File: src/rtl/vram_arbiter.sv
// vram_arbiter
//   Sequences the external VRAM bus and shares it between three requesters:
//   the PPU tile/map fetcher, the OAM DMA source reader and the CPU.
//   Fixed priority PPU > DMA > CPU. Each access takes ACCESS_CYCLES bus cycles.
//   While ppu_lock is high the CPU never reaches the bus. Its reads return 0xFF
//   and its writes are dropped, both acknowledged on the next cycle.
//
// Ports
//   clk, nreset6                       clock (rising edge), async active-low reset
//   ppu_lock                           PPU mode-3 lock, bars the CPU from the bus
//   ppu_req/addr -> ppu_ack/rvalid/rdata   PPU read channel
//   dma_req/addr -> dma_ack/rvalid/rdata   DMA read channel
//   cpu_req/we/addr/wdata -> cpu_ack/rvalid/rdata  CPU read/write channel
//   ma, md_out, md_in, md_oe           VRAM address, write data, read data, data drive
//   mcs_n, moe_n, mwr_n                active-low chip select, output enable, write strobe
//   busy                               high while an access is in progress
module vram_arbiter #(
  parameter int ADDR_W        = 13,
  parameter int DATA_W        = 8,
  parameter int ACCESS_CYCLES = 2
) (
  input  logic              clk,
  input  logic              nreset6,
  input  logic              ppu_lock,
  input  logic              ppu_req,
  input  logic [ADDR_W-1:0] ppu_addr,
  output logic              ppu_ack,
  output logic              ppu_rvalid,
  output logic [DATA_W-1:0] ppu_rdata,
  input  logic              dma_req,
  input  logic [ADDR_W-1:0] dma_addr,
  output logic              dma_ack,
  output logic              dma_rvalid,
  output logic [DATA_W-1:0] dma_rdata,
  input  logic              cpu_req,
  input  logic              cpu_we,
  input  logic [ADDR_W-1:0] cpu_addr,
  input  logic [DATA_W-1:0] cpu_wdata,
  output logic              cpu_ack,
  output logic              cpu_rvalid,
  output logic [DATA_W-1:0] cpu_rdata,
  output logic [ADDR_W-1:0] ma,
  output logic [DATA_W-1:0] md_out,
  input  logic [DATA_W-1:0] md_in,
  output logic              md_oe,
  output logic              mcs_n,
  output logic              moe_n,
  output logic              mwr_n,
  output logic              busy
);

  localparam int CNT_W = 2;
  localparam logic [CNT_W-1:0] CNT_LAST = CNT_W'(ACCESS_CYCLES - 1);
  // With a single-cycle access the write strobe is low from the grant onward.
  localparam logic WR_AT_GRANT = (ACCESS_CYCLES == 1);

  typedef enum logic {IDLE, ACCESS} state_t;
  typedef enum logic [1:0] {OWN_PPU, OWN_DMA, OWN_CPU} owner_t;

  state_t            state, state_d;
  owner_t            owner, owner_d;
  logic [CNT_W-1:0]  cnt, cnt_d;
  logic              acc_we, acc_we_d;

  logic [ADDR_W-1:0] ma_d;
  logic [DATA_W-1:0] md_out_d;
  logic              md_oe_d, mcs_n_d, moe_n_d, mwr_n_d, busy_d;
  logic              ppu_ack_d, dma_ack_d, cpu_ack_d;
  logic              ppu_rvalid_d, dma_rvalid_d, cpu_rvalid_d;
  logic [DATA_W-1:0] ppu_rdata_d, dma_rdata_d, cpu_rdata_d;

  logic cpu_elig, grant_point, any_elig, lockout;

  assign cpu_elig    = cpu_req && !ppu_lock;
  assign any_elig    = ppu_req || dma_req || cpu_elig;
  assign grant_point = (state == IDLE) || (cnt == '0);
  // Locked-out CPU requests bypass the FSM entirely; !cpu_ack stops a held
  // request from being answered twice in a row.
  assign lockout     = cpu_req && ppu_lock && !cpu_ack;

  always_comb begin
    state_d      = state;
    owner_d      = owner;
    cnt_d        = cnt;
    acc_we_d     = acc_we;
    ma_d         = ma;
    md_out_d     = md_out;
    md_oe_d      = md_oe;
    mcs_n_d      = mcs_n;
    moe_n_d      = moe_n;
    mwr_n_d      = mwr_n;
    busy_d       = busy;
    ppu_ack_d    = 1'b0;
    dma_ack_d    = 1'b0;
    cpu_ack_d    = 1'b0;
    ppu_rvalid_d = 1'b0;
    dma_rvalid_d = 1'b0;
    cpu_rvalid_d = 1'b0;
    ppu_rdata_d  = ppu_rdata;
    dma_rdata_d  = dma_rdata;
    cpu_rdata_d  = cpu_rdata;

    if (state == ACCESS) begin
      if (cnt != '0) begin
        cnt_d   = cnt - 1'b1;
        // Strobe is registered, so assert it on the edge entering cnt==0.
        mwr_n_d = !(acc_we && (cnt == CNT_W'(1)));
      end else begin
        if (!acc_we) begin
          case (owner)
            OWN_PPU: begin ppu_rdata_d = md_in; ppu_rvalid_d = 1'b1; end
            OWN_DMA: begin dma_rdata_d = md_in; dma_rvalid_d = 1'b1; end
            default: begin cpu_rdata_d = md_in; cpu_rvalid_d = 1'b1; end
          endcase
        end
        state_d = IDLE;
        md_oe_d = 1'b0;
        mcs_n_d = 1'b1;
        moe_n_d = 1'b1;
        mwr_n_d = 1'b1;
        busy_d  = 1'b0;
      end
    end

    // A grant here overrides the return to IDLE, giving back-to-back accesses.
    if (grant_point && any_elig) begin
      state_d = ACCESS;
      cnt_d   = CNT_LAST;
      if (ppu_req) begin
        owner_d   = OWN_PPU;
        acc_we_d  = 1'b0;
        ma_d      = ppu_addr;
        ppu_ack_d = 1'b1;
      end else if (dma_req) begin
        owner_d   = OWN_DMA;
        acc_we_d  = 1'b0;
        ma_d      = dma_addr;
        dma_ack_d = 1'b1;
      end else begin
        owner_d   = OWN_CPU;
        acc_we_d  = cpu_we;
        ma_d      = cpu_addr;
        cpu_ack_d = 1'b1;
        if (cpu_we) md_out_d = cpu_wdata;
      end
      md_oe_d = acc_we_d;
      mcs_n_d = 1'b0;
      moe_n_d = acc_we_d;
      mwr_n_d = !(acc_we_d && WR_AT_GRANT);
      busy_d  = 1'b1;
    end

    if (lockout) begin
      cpu_ack_d = 1'b1;
      if (!cpu_we) begin
        cpu_rvalid_d = 1'b1;
        cpu_rdata_d  = {DATA_W{1'b1}};
      end
    end
  end

  always_ff @(posedge clk or negedge nreset6) begin
    if (!nreset6) begin
      state      <= IDLE;
      owner      <= OWN_PPU;
      cnt        <= '0;
      acc_we     <= 1'b0;
      ma         <= '0;
      md_out     <= '0;
      md_oe      <= 1'b0;
      mcs_n      <= 1'b1;
      moe_n      <= 1'b1;
      mwr_n      <= 1'b1;
      busy       <= 1'b0;
      ppu_ack    <= 1'b0;
      dma_ack    <= 1'b0;
      cpu_ack    <= 1'b0;
      ppu_rvalid <= 1'b0;
      dma_rvalid <= 1'b0;
      cpu_rvalid <= 1'b0;
      ppu_rdata  <= '0;
      dma_rdata  <= '0;
      cpu_rdata  <= '0;
    end else begin
      state      <= state_d;
      owner      <= owner_d;
      cnt        <= cnt_d;
      acc_we     <= acc_we_d;
      ma         <= ma_d;
      md_out     <= md_out_d;
      md_oe      <= md_oe_d;
      mcs_n      <= mcs_n_d;
      moe_n      <= moe_n_d;
      mwr_n      <= mwr_n_d;
      busy       <= busy_d;
      ppu_ack    <= ppu_ack_d;
      dma_ack    <= dma_ack_d;
      cpu_ack    <= cpu_ack_d;
      ppu_rvalid <= ppu_rvalid_d;
      dma_rvalid <= dma_rvalid_d;
      cpu_rvalid <= cpu_rvalid_d;
      ppu_rdata  <= ppu_rdata_d;
      dma_rdata  <= dma_rdata_d;
      cpu_rdata  <= cpu_rdata_d;
    end
  end

endmodule

File: config.mk
export PLATFORM = sky130hd
export DESIGN_NAME = vram_arbiter
export DESIGN_NICKNAME = d
export VERILOG_FILES = /design/src/rtl/vram_arbiter.sv
export SDC_FILE = /design/constraint.sdc
export NUM_CORES = 1
export LEC_CHECK = 0
export ABC_AREA = 1
export CAP_MARGIN = 30
export CORE_MARGIN = 1.5
export CORE_UTILIZATION = 43
export CTS_CLUSTER_SIZE = 12
export DETAILED_ROUTE_END_ITERATION = 6
export HOLD_SLACK_MARGIN = 0.15
export PLACE_DENSITY_LB_ADDON = 0.25
export SYNTH_ARGS = -nofsm -noshare
export SYNTH_HDL_FRONTEND = slang
export SYNTH_SLANG_ARGS = --single-unit
export TNS_END_PERCENT = 20
File: constraint.sdc
create_clock -name clk -period 1.59 [get_ports clk]
set_input_delay 0.2385 -clock clk [delete_from_list [all_inputs] [get_ports clk]]
set_output_delay 0.2385 -clock clk [all_outputs]
set_load 0.1 [all_outputs]
==> results.py <==
metrics = {
    "critical_path": {
        "critPathMaxFanout": 15,
        "worstPathRequired_ns": 1.86,
        "crit_chain": "inv_1 > ha_1 > inv_1 > nand2_2 > nand2_2 > inv_2 > nand2_1 > nand2_1",
        "reg2reg_from": "cnt[0]$_DFFE_PN0P_",
        "cpLargestDelayFamily": "simple AND/OR/NAND/NOR gates",
        "worstReg2RegEnd": "owner[1]$_DFFE_PN0P_",
        "critPathKind": "register to register",
        "cpMaxStageDelayCell": "dfrtp_1",
        "endpoint_kind": "register",
        "rr_worst_depth": 8,
        "start_kind": "register",
        "r2r_setup_slack_ns": 0.15,
        "worstPathArrival_ns": 1.71,
        "crit_buf_inv": 3,
        "cp_slowest_stage_delay_ns": 0.39,
    },
    "sta": {
        "min_period_over_period": 0.908,
        "hold_viol": 0,
        "relSlewSlack": 0.657,
        "max_freq_mhz": 693,
        "finalWorstPathRequiredPeriod_ns": 1.44,
        "rsz0062_at_grt": "yes",
        "setup_tns_ns": 0,
        "worst_pin_slew_ns": 0.515,
        "setup_viol": 0,
        "skew_ns": 0.00664,
        "drv_slew": 0,
    },
    "finish": {
        "diodes": 0,
        "nets": 531,
        "fin_area_mm2": 0.00488,
        "area_growth_pct": 72.1,
        "drive_above_1_share": 0.237,
        "final_cell_count_no_fill": 549,
    },
    "floorplan": {
        "io_pins": 118,
        "die-width_um": 84.2,
        "rows": 29,
        "core_mm2": 0.00635,
        "die_h_um": 84.2,
        "initial_utilization": 0.446,
        "dieArea_mm2": 0.00709,
    },
    "yosys": {
        "synth-edff-count": 0,
        "yosys.area.top_type": "dfrtp_1",
        "avgSynthCellArea_um2": 8.48,
        "syn_inst": 334,
        "ys_warn_count": 0,
        "synth_commonest_cells": "nand2_1 (163), dfrtp_1 (59), nand3_1 (27), inv_1 (13), o21ai_0 (12)",
        "synthArstFlopShare": 1.00,
        "synth_top_flop_cell": "dfrtp_1",
        "syn_area_mm2": 0.00283,
        "synth_nets": 398,
        "netlist_top_cells_area": "dfrtp_1 (52%), nand2_1 (22%), nand3_1 (4.8%)",
        "synth.most_common_cell": "nand2_1",
        "synth.distinct_cells": 27,
        "synth_top_area_share": 0.521,
        "ys_ff_latch": 62,
        "ys_seq_area_frac": 0.549,
    },
    "detailed_routing": {
        "via_per_inst": 4.93,
        "vias": 2704,
        "drc": 0,
        "drtIter0Drc": 90,
        "wire_per_inst_um": 13.7,
        "firstDrtPassIters": 5,
        "routed_wl_um": 7520,
        "ant_nets": 0,
    },
    "clock_network": {
        "htree_levels": 3,
        "clockBufferDepth": 2,
        "cts.sinks": 62,
        "cts_tree": "done",
        "root_buffer": "clkbuf_8",
        "clock_latency_ns": 0.33,
        "cts.clk_slew.worst_paths_ns": 0.06,
        "numCtsBuffers": 9,
    },
    "global_route": {
        "grt_max_degree": 42,
        "grt-ovfl-total": 0,
        "antenna_found_initial": 0,
        "grt_usage": 0.228,
        "grt_pass1_vias": 2760,
        "grt_pass1_wl_um": 12700,
    },
    "placement": {
        "placed_area_mm2": 0.00469,
        "gp_congestion": 0.831,
        "place_hpwl_um": 5790,
        "dp_cells": 532,
        "io_buffers": 117,
    },
    "run_status": {
        "status": "finished clean",
    },
    "run": {
        "drv_cap": 0,
    },
    "hold_path": {
        "hold_class": "primary input to async pin",
    },
}
placed cells by master (no fill, tap or decap), drive strengths merged:
master         synthesis  routed
dfstp                  3       3
clkdlybuf4s50          0      60
o22ai                  1       1
clkbuf                 0      15
buf                   14      75
ha                     2       2
dfrtp                 59      59
nand3b                 2       2
nand2                174     174
nand4                  9       9
inv                   14      14
dlygate4sd3            0       1
nor2                  11      11
clkinvlp               0       1
nand3                 29      29
o21ai                 13      13
clkinv                 2       2
nor3                   1       1
tightest hold or removal path, delay by kind of cell:
family                 cells  cell delay, ns
buffers and inverters      3            0.89
state kept, by name, indices dropped and copies added, names as in the netlist:
register / cells
dma_rdata: 8
md_oe: 1
state: 1
cnt: 2
busy: 1
cpu_rvalid: 1
mwr_n: 1
moe_n: 1
dma_ack: 1
cpu_ack: 1
mcs_n: 1
cpu_rdata: 8
dma_rvalid: 1
ppu_rdata: 8
ppu_ack: 1
acc_we: 1
owner: 2
md_out: 8
ma: 13
ppu_rvalid: 1
area by class of cell:
| class | instances | area, um^2 |
|---|---|---|
| Multi-Input combinational cell | 242 | 1110 |
| Sequential cell | 62 | 1560 |
| Inverter | 16 | 65.1 |
| Fill cell | 417 | 1470 |
| Clock inverter | 1 | 5.00 |
| Timing Repair Buffer | 136 | 1880 |
| Clock buffer | 15 | 166 |
| Tap cell | 77 | 96.3 |
routing by layer:
metal,vias to the layer above,part of all wire,global-route usage
met5,-,0,0
met4,0,0.021,0.0939
met3,17,0.074,0.0747
met2,112,0.50,0.389
met1,1256,0.41,0.265
li1,1319,-,-
stage by stage:
| step | hold WS (ns) | util | worst slack, ns |
|---|---|---|---|
| after floorplan | -0.0571 | - | 0.0607 |
| after global placement | 0.234 | 0.739 | -0.00477 |
| after detailed placement | 0.239 | 0.739 | -0.0528 |
| after CTS | 0.417 | 0.767 | 0.0373 |
| after global routing | 0.454 | 0.768 | -0.0333 |
| final | 0.417 | 0.768 | 0.146 |
repair_timing:
action,CTS,global route
hold buffers,1,0
setup endpoints to repair,0,17
buffers inserted,0,0
endpoints found under the hold margin,59,0
gates resized for setup,0,2
worst max path at each step:
stage	slack [ns]	cells past startpoint	startpoint	end
after floorplan	0.06	3	cpu_ack$_DFF_PN0_	cpu_rdata[0]$_DFF_PN0_
after global placement	-0.005	7	ppu_req	cpu_ack$_DFF_PN0_
after detailed placement	-0.05	6	ppu_req	ma[9]$_DFFE_PN0P_
after CTS	0.04	8	cnt[0]$_DFFE_PN0P_	ppu_rdata[7]$_DFFE_PN0P_
after global routing	-0.03	8	cnt[0]$_DFFE_PN0P_	ma[8]$_DFFE_PN0P_
final	0.15	8	cnt[0]$_DFFE_PN0P_	owner[1]$_DFFE_PN0P_
cell families (layout without fill, tap and decap cells):
group	count (synthesis)	count (layout)	share of synthesized area
simple gates	226	226	0.355
flops	62	62	0.549
fa+ha+maj	2	2	0.00883
buf+inv	30	168	0.0618
compound gates	14	14	0.0252
Power is not shown: default switching activity piles up to over one toggle a cycle in this logic, so the estimate is an artifact.
